File: config.mk
export PLATFORM = sky130hd
export DESIGN_NAME = pwm_duty_decoder
export DESIGN_NICKNAME = d
export VERILOG_FILES = /design/src/rtl/pwm_duty_decoder_pkg.sv /design/src/rtl/pwm_duty_channel.sv /design/src/rtl/pwm_duty_decoder.sv
export SDC_FILE = /design/constraint.sdc
export NUM_CORES = 1
export LEC_CHECK = 0
export CAP_MARGIN = 10
export CORE_MARGIN = 1
export CORE_UTILIZATION = 25
export DETAILED_ROUTE_END_ITERATION = 7
export HOLD_SLACK_MARGIN = 0.12
export PLACE_DENSITY = 0.38
export SYNTH_ARGS = -nofsm -noshare
export SYNTH_HDL_FRONTEND = slang
export SYNTH_HIERARCHICAL = 1
export SYNTH_SLANG_ARGS = --single-unit
export TNS_END_PERCENT = 30
File: constraint.sdc
create_clock -name clk -period 2.7 [get_ports clk]
set_clock_uncertainty 0.2 [all_clocks]
set_input_delay 0.54 -clock clk [delete_from_list [all_inputs] [get_ports clk]]
set_output_delay 0.54 -clock clk [all_outputs]
set_load 0.01 [all_outputs]
File: src/rtl/pwm_duty_decoder_pkg.sv
// Shared constants for the PWM duty decoder: duty width, window length, synchroniser depth.
package pwm_duty_decoder_pkg;
  localparam int PWM_W       = 8;
  localparam int PWM_PERIOD  = 2**PWM_W;
  localparam int SYNC_STAGES = 2;
endpackage

File: src/rtl/pwm_duty_channel.sv
// One decoded PWM line: synchroniser, high-time counter, saturating capture and change flag.
module pwm_duty_channel
  import pwm_duty_decoder_pkg::*;
#(
  parameter int W = PWM_W
) (
  input  logic         clk,
  input  logic         reset,
  input  logic         pwm_in,
  input  logic         cap,
  input  logic         warm,
  output logic [W-1:0] duty,
  output logic         changed
);
  logic [SYNC_STAGES-1:0] sync_q, sync_d;
  logic [W:0]             high_q, high_d, cap_val;
  logic [W-1:0]           duty_q, duty_d, cap_sat;
  logic                   changed_q, changed_d;
  logic                   s;

  always_comb begin
    sync_d    = {sync_q[SYNC_STAGES-2:0], pwm_in};
    s         = sync_q[SYNC_STAGES-1];
    // The capture-cycle sample is folded in so the window is exactly 2^W samples.
    cap_val   = high_q + {{W{1'b0}}, s};
    cap_sat   = cap_val[W] ? {W{1'b1}} : cap_val[W-1:0];
    high_d    = cap ? '0 : cap_val;
    duty_d    = duty_q;
    changed_d = changed_q;
    if (cap && !warm) begin
      duty_d    = cap_sat;
      changed_d = (cap_sat != duty_q);
    end
  end

  always_ff @(posedge clk or negedge reset) begin
    if (!reset) begin
      sync_q    <= '0;
      high_q    <= '0;
      duty_q    <= '0;
      changed_q <= 1'b0;
    end else begin
      sync_q    <= sync_d;
      high_q    <= high_d;
      duty_q    <= duty_d;
      changed_q <= changed_d;
    end
  end

  assign duty    = duty_q;
  assign changed = changed_q;
endmodule

File: src/rtl/pwm_duty_decoder.sv
// Recovers per-channel PWM duty over a free-running 2^W-clock window and hands it
// out through a valid/ready handshake with overrun and change reporting.
module pwm_duty_decoder
  import pwm_duty_decoder_pkg::*;
#(
  parameter int W        = PWM_W,
  parameter int CHANNELS = 3
) (
  input  logic                  clk,
  input  logic                  reset,
  input  logic [CHANNELS-1:0]   pwm_in,
  output logic [CHANNELS*W-1:0] duty,
  output logic                  valid,
  input  logic                  ready,
  output logic                  overrun,
  output logic [CHANNELS-1:0]   changed
);
  logic [W-1:0] win_q, win_d;
  logic         warm_q, warm_d;
  logic         valid_q, valid_d;
  logic         overrun_q, overrun_d;
  logic         cap;

  always_comb begin
    cap       = &win_q;
    win_d     = win_q + 1'b1;
    warm_d    = warm_q;
    valid_d   = valid_q;
    overrun_d = overrun_q;
    if (cap) begin
      // First window after reset holds synchroniser fill and is discarded.
      warm_d = 1'b0;
      if (!warm_q) begin
        valid_d   = 1'b1;
        overrun_d = valid_q & ~ready;
      end
    end else if (valid_q && ready) begin
      valid_d   = 1'b0;
      overrun_d = 1'b0;
    end
  end

  always_ff @(posedge clk or negedge reset) begin
    if (!reset) begin
      win_q     <= '0;
      warm_q    <= 1'b1;
      valid_q   <= 1'b0;
      overrun_q <= 1'b0;
    end else begin
      win_q     <= win_d;
      warm_q    <= warm_d;
      valid_q   <= valid_d;
      overrun_q <= overrun_d;
    end
  end

  for (genvar g = 0; g < CHANNELS; g++) begin : g_ch
    pwm_duty_channel #(.W(W)) u_ch (
      .clk     (clk),
      .reset   (reset),
      .pwm_in  (pwm_in[g]),
      .cap     (cap),
      .warm    (warm_q),
      .duty    (duty[g*W +: W]),
      .changed (changed[g])
    );
  end

  assign valid   = valid_q;
  assign overrun = overrun_q;
endmodule
==> flow_metrics.py <==
metrics = {
    "critical_path": {
        "cpPeakStageDelay_ns": 0.49,
        "cp_max_fo": 10,
        "critPathRequiredTime_ns": 2.71,
        "rr_worst_depth": 8,
        "path_cells": "ha_1 -> ha_1 -> nand3_1 -> nor2_1 -> xor2_1 -> or4_1 -> o211ai_1 -> a31oi_1",
        "cp-end-kind": "register",
        "cpLargestDelayFamily": "simple AND/OR/NAND/NOR gates",
        "cp-start-kind": "register",
        "cp.arrival_ns": 2.48,
        "slowest_stage": "or4_1",
        "cp_common_cell": "ha_1",
        "cp.buffers_inverters": 0,
        "criticalPathCategory": "reg2reg",
        "r2r_slack_ns": 0.23,
        "cp.depth": 8,
    },
    "timing": {
        "setup_ws_ns": 0.232,
        "relSlewSlack_pct": 52.7,
        "fin_crit_ns": 2.47,
        "finalSetupViolCount": 0,
        "hold_viol": 0,
        "fmax_ghz": 0.405,
        "max_slew.worst_pin.slew_ns": 0.705,
        "rsz0062_at_grt": "no",
        "drv_slew": 0,
        "fin_tns_setup_ns": 0,
        "period_share_pct": 91.4,
    },
    "detailed_routing": {
        "viasPerCell": 4.72,
        "drtIter0Drc": 173,
        "drc": 0,
        "dr.pass1.iters": 4,
        "drtAntennaViolNets": 0,
        "dr_total_vias": 3203,
        "wl_per_cell_um": 14.9,
        "wirelength_um": 10100,
    },
    "min_path": {
        "hold_class": "reg2reg",
        "hold_depth": 0,
    },
    "final_layout": {
        "final_util_pct": 30.4,
        "final_cells": 678,
        "stdcell_area_um2": 5050,
        "drive_gt1_share_pct": 11.6,
        "fin_nets": 466,
        "antenna_cells": 0,
        "area_delta_synth_final_pct": 18.7,
    },
    "logic_synthesis": {
        "synth_area_leaders": "dfrtp_1 (41%), nor2_1 (4.9%), xnor2_1 (4.7%)",
        "ys_ff_latch": 71,
        "synthCells": 426,
        "synth_warnings": 6,
        "synthDistinctLibCells": 50,
        "synth.most_common_cell": "dfrtp_1",
        "avgSynthCellArea_um2": 9.98,
        "yosysSeqAreaShare_pct": 41.8,
        "synth_nets": 439,
        "async_reset_ff_share_pct": 100,
        "synthTopCellsByCount": "dfrtp_1 (70), nor2_1 (56), nand2_1 (37)",
        "synth_edf_count": 0,
        "yosys.area.top_type": "dfrtp_1",
        "netlist_area_um2": 4250,
        "synth.top_cell.area_share_pct": 41.2,
        "synth_flop_cell": "dfrtp_1",
    },
    "run_status": {
        "status": "completed",
    },
    "global_routing": {
        "grt_pass1_wl_um": 16800,
        "grt.overflow.total": 0,
        "antenna_found_initial": 0,
        "grt_pass1_vias": 3174,
        "grt.total_usage_pct": 12.2,
        "grt_max_degree": 43,
    },
    "clock_tree": {
        "cts_root_buf": "clkbuf_16",
        "insertion_delay_ns": 0.34,
        "clock-sinks": 71,
        "cts_buffers": 9,
        "cts_tree": "yes",
        "htree_levels": 3,
        "clk_pin_slew_ns": 0.06,
        "cts_repair_resize_count": 0,
        "clockBufferDepth": 2,
    },
    "placed_design": {
        "post-place-ws_ns": 0.215,
        "gp_congestion": 0.754,
        "place_inst": 661,
        "hpwl_um": 7240,
        "port_buffers": 34,
        "dpl-instance-area_um2": 4730,
    },
    "floorplanning": {
        "start_util_pct": 25.6,
        "row_count": 47,
        "die_area_um2": 17500,
        "io_pins": 35,
        "coreArea_um2": 16600,
        "die_w_um": 132,
        "die_h_um": 132,
    },
    "power_and_ir_drop": {
        "p_leak_nw": 2.05,
        "max-vdd-ir-drop_mv": 0.280,
        "power.density_nw_per_um2": 758,
    },
    "job": {
        "cap_viol_max_count": 0,
    },
}
where the power goes:
group / internal [mW] / switching, mW
clock network: 0.788 / 0.459
logic: 0.532 / 0.510
registers: 1.21 / 0.324
total: 2.53 / 1.29
worst reg2reg max path: stages (launching register included):
cell and delay [ns]:
dfrtp_1 0.33, ha_1 0.23, ha_1 0.40, nand3_1 0.11
nor2_1 0.21, xor2_1 0.16, or4_1 0.49, o211ai_1 0.11
a31oi_1 0.10
layer usage:
layer | vias to the layer above | share of wire, % | GRT usage, % | wire (um)
met4 | 0 | 0.97 | 3.26 | 98
met1 | 1570 | 49 | 16.4 | 5000
met3 | 5 | 3.4 | 3.68 | 348
li1 | 1581 | - | - | -
met2 | 47 | 46 | 19.1 | 4660
met5 | - | 0 | 0 | 0
sequential cells by signal (all words and copies together), names as in the netlist:
name and flops:
g_ch.u_ch/sync_q 6, warm_q 1, valid 1, overrun 1, g_ch.u_ch/duty 24, g_ch.u_ch/high_q 27
win_q 8, g_ch.u_ch/changed 3
final timing paths:
check                                                 start                               end
max                        g_ch[1].u_ch/sync_q[1]$_DFF_PN0_  g_ch[1].u_ch/changed$_DFFE_PN0P_
min                        g_ch[0].u_ch/sync_q[0]$_DFF_PN0_  g_ch[0].u_ch/sync_q[1]$_DFF_PN0_
max reg2reg                g_ch[1].u_ch/sync_q[1]$_DFF_PN0_  g_ch[1].u_ch/changed$_DFFE_PN0P_
min reg2reg                g_ch[0].u_ch/sync_q[0]$_DFF_PN0_  g_ch[0].u_ch/sync_q[1]$_DFF_PN0_
max in group asynchronous                             reset                warm_q$_DFFE_PN1P_
min in group asynchronous                             reset  g_ch[1].u_ch/duty[1]$_DFFE_PN0P_
through the flow:
step / hold WS, ns / power, mW
detailed placement: 0.151 / 2.60
global placement: 0.142 / 2.60
global route: 0.168 / 4.07
finish: 0.158 / 3.83
floorplan: 0.0444 / 2.45
CTS: 0.163 / 3.88
logic make-up after synthesis:
logic type,share of synthesized area (%)
AND/OR/NAND/NOR,22.2
AO/OA/AOI/OAI,14.6
flip-flops,41.8
XOR/XNOR,12.2
buffers and inverters,5.65
adder cells (fa/ha/maj),2.06
multiplexers,1.50
placed cells by master (no fill, tap or decap), types with 4 or more instances in the layout:
master           instances
ha_1                     7
buf_4                    8
nand3b_1                 6
o21ai_0                 13
clkdlybuf4s50_1         33
nand4_1                  6
nor2_1                  55
clkbuf_16                9
or4_1                    4
a21oi_1                  9
xor2_1                  19
a31oi_1                 15
nor3_1                   4
o211ai_1                13
dfrtp_1                 70
o31ai_1                  6
and3_1                   9
nor2b_1                 13
nand3_1                 16
nand2_1                 37
xnor2_1                 23
inv_1                    7
layout make-up:
class,instances,area [um^2]
Clock inverter,3,40.0
Inverter,7,26.3
Multi-Input combinational cell,321,2240
Timing Repair Buffer,43,420
Tap cell,220,275
Fill cell,1752,11500
Sequential cell,71,1780
Clock buffer,13,270
repair_timing:
action | in CTS | in global routing
setup buffers | 0 | 0
endpoints found under the hold margin | 29 | 0
hold buffers | 1 | 0
Note: power is estimated with default switching activity, not from simulation.
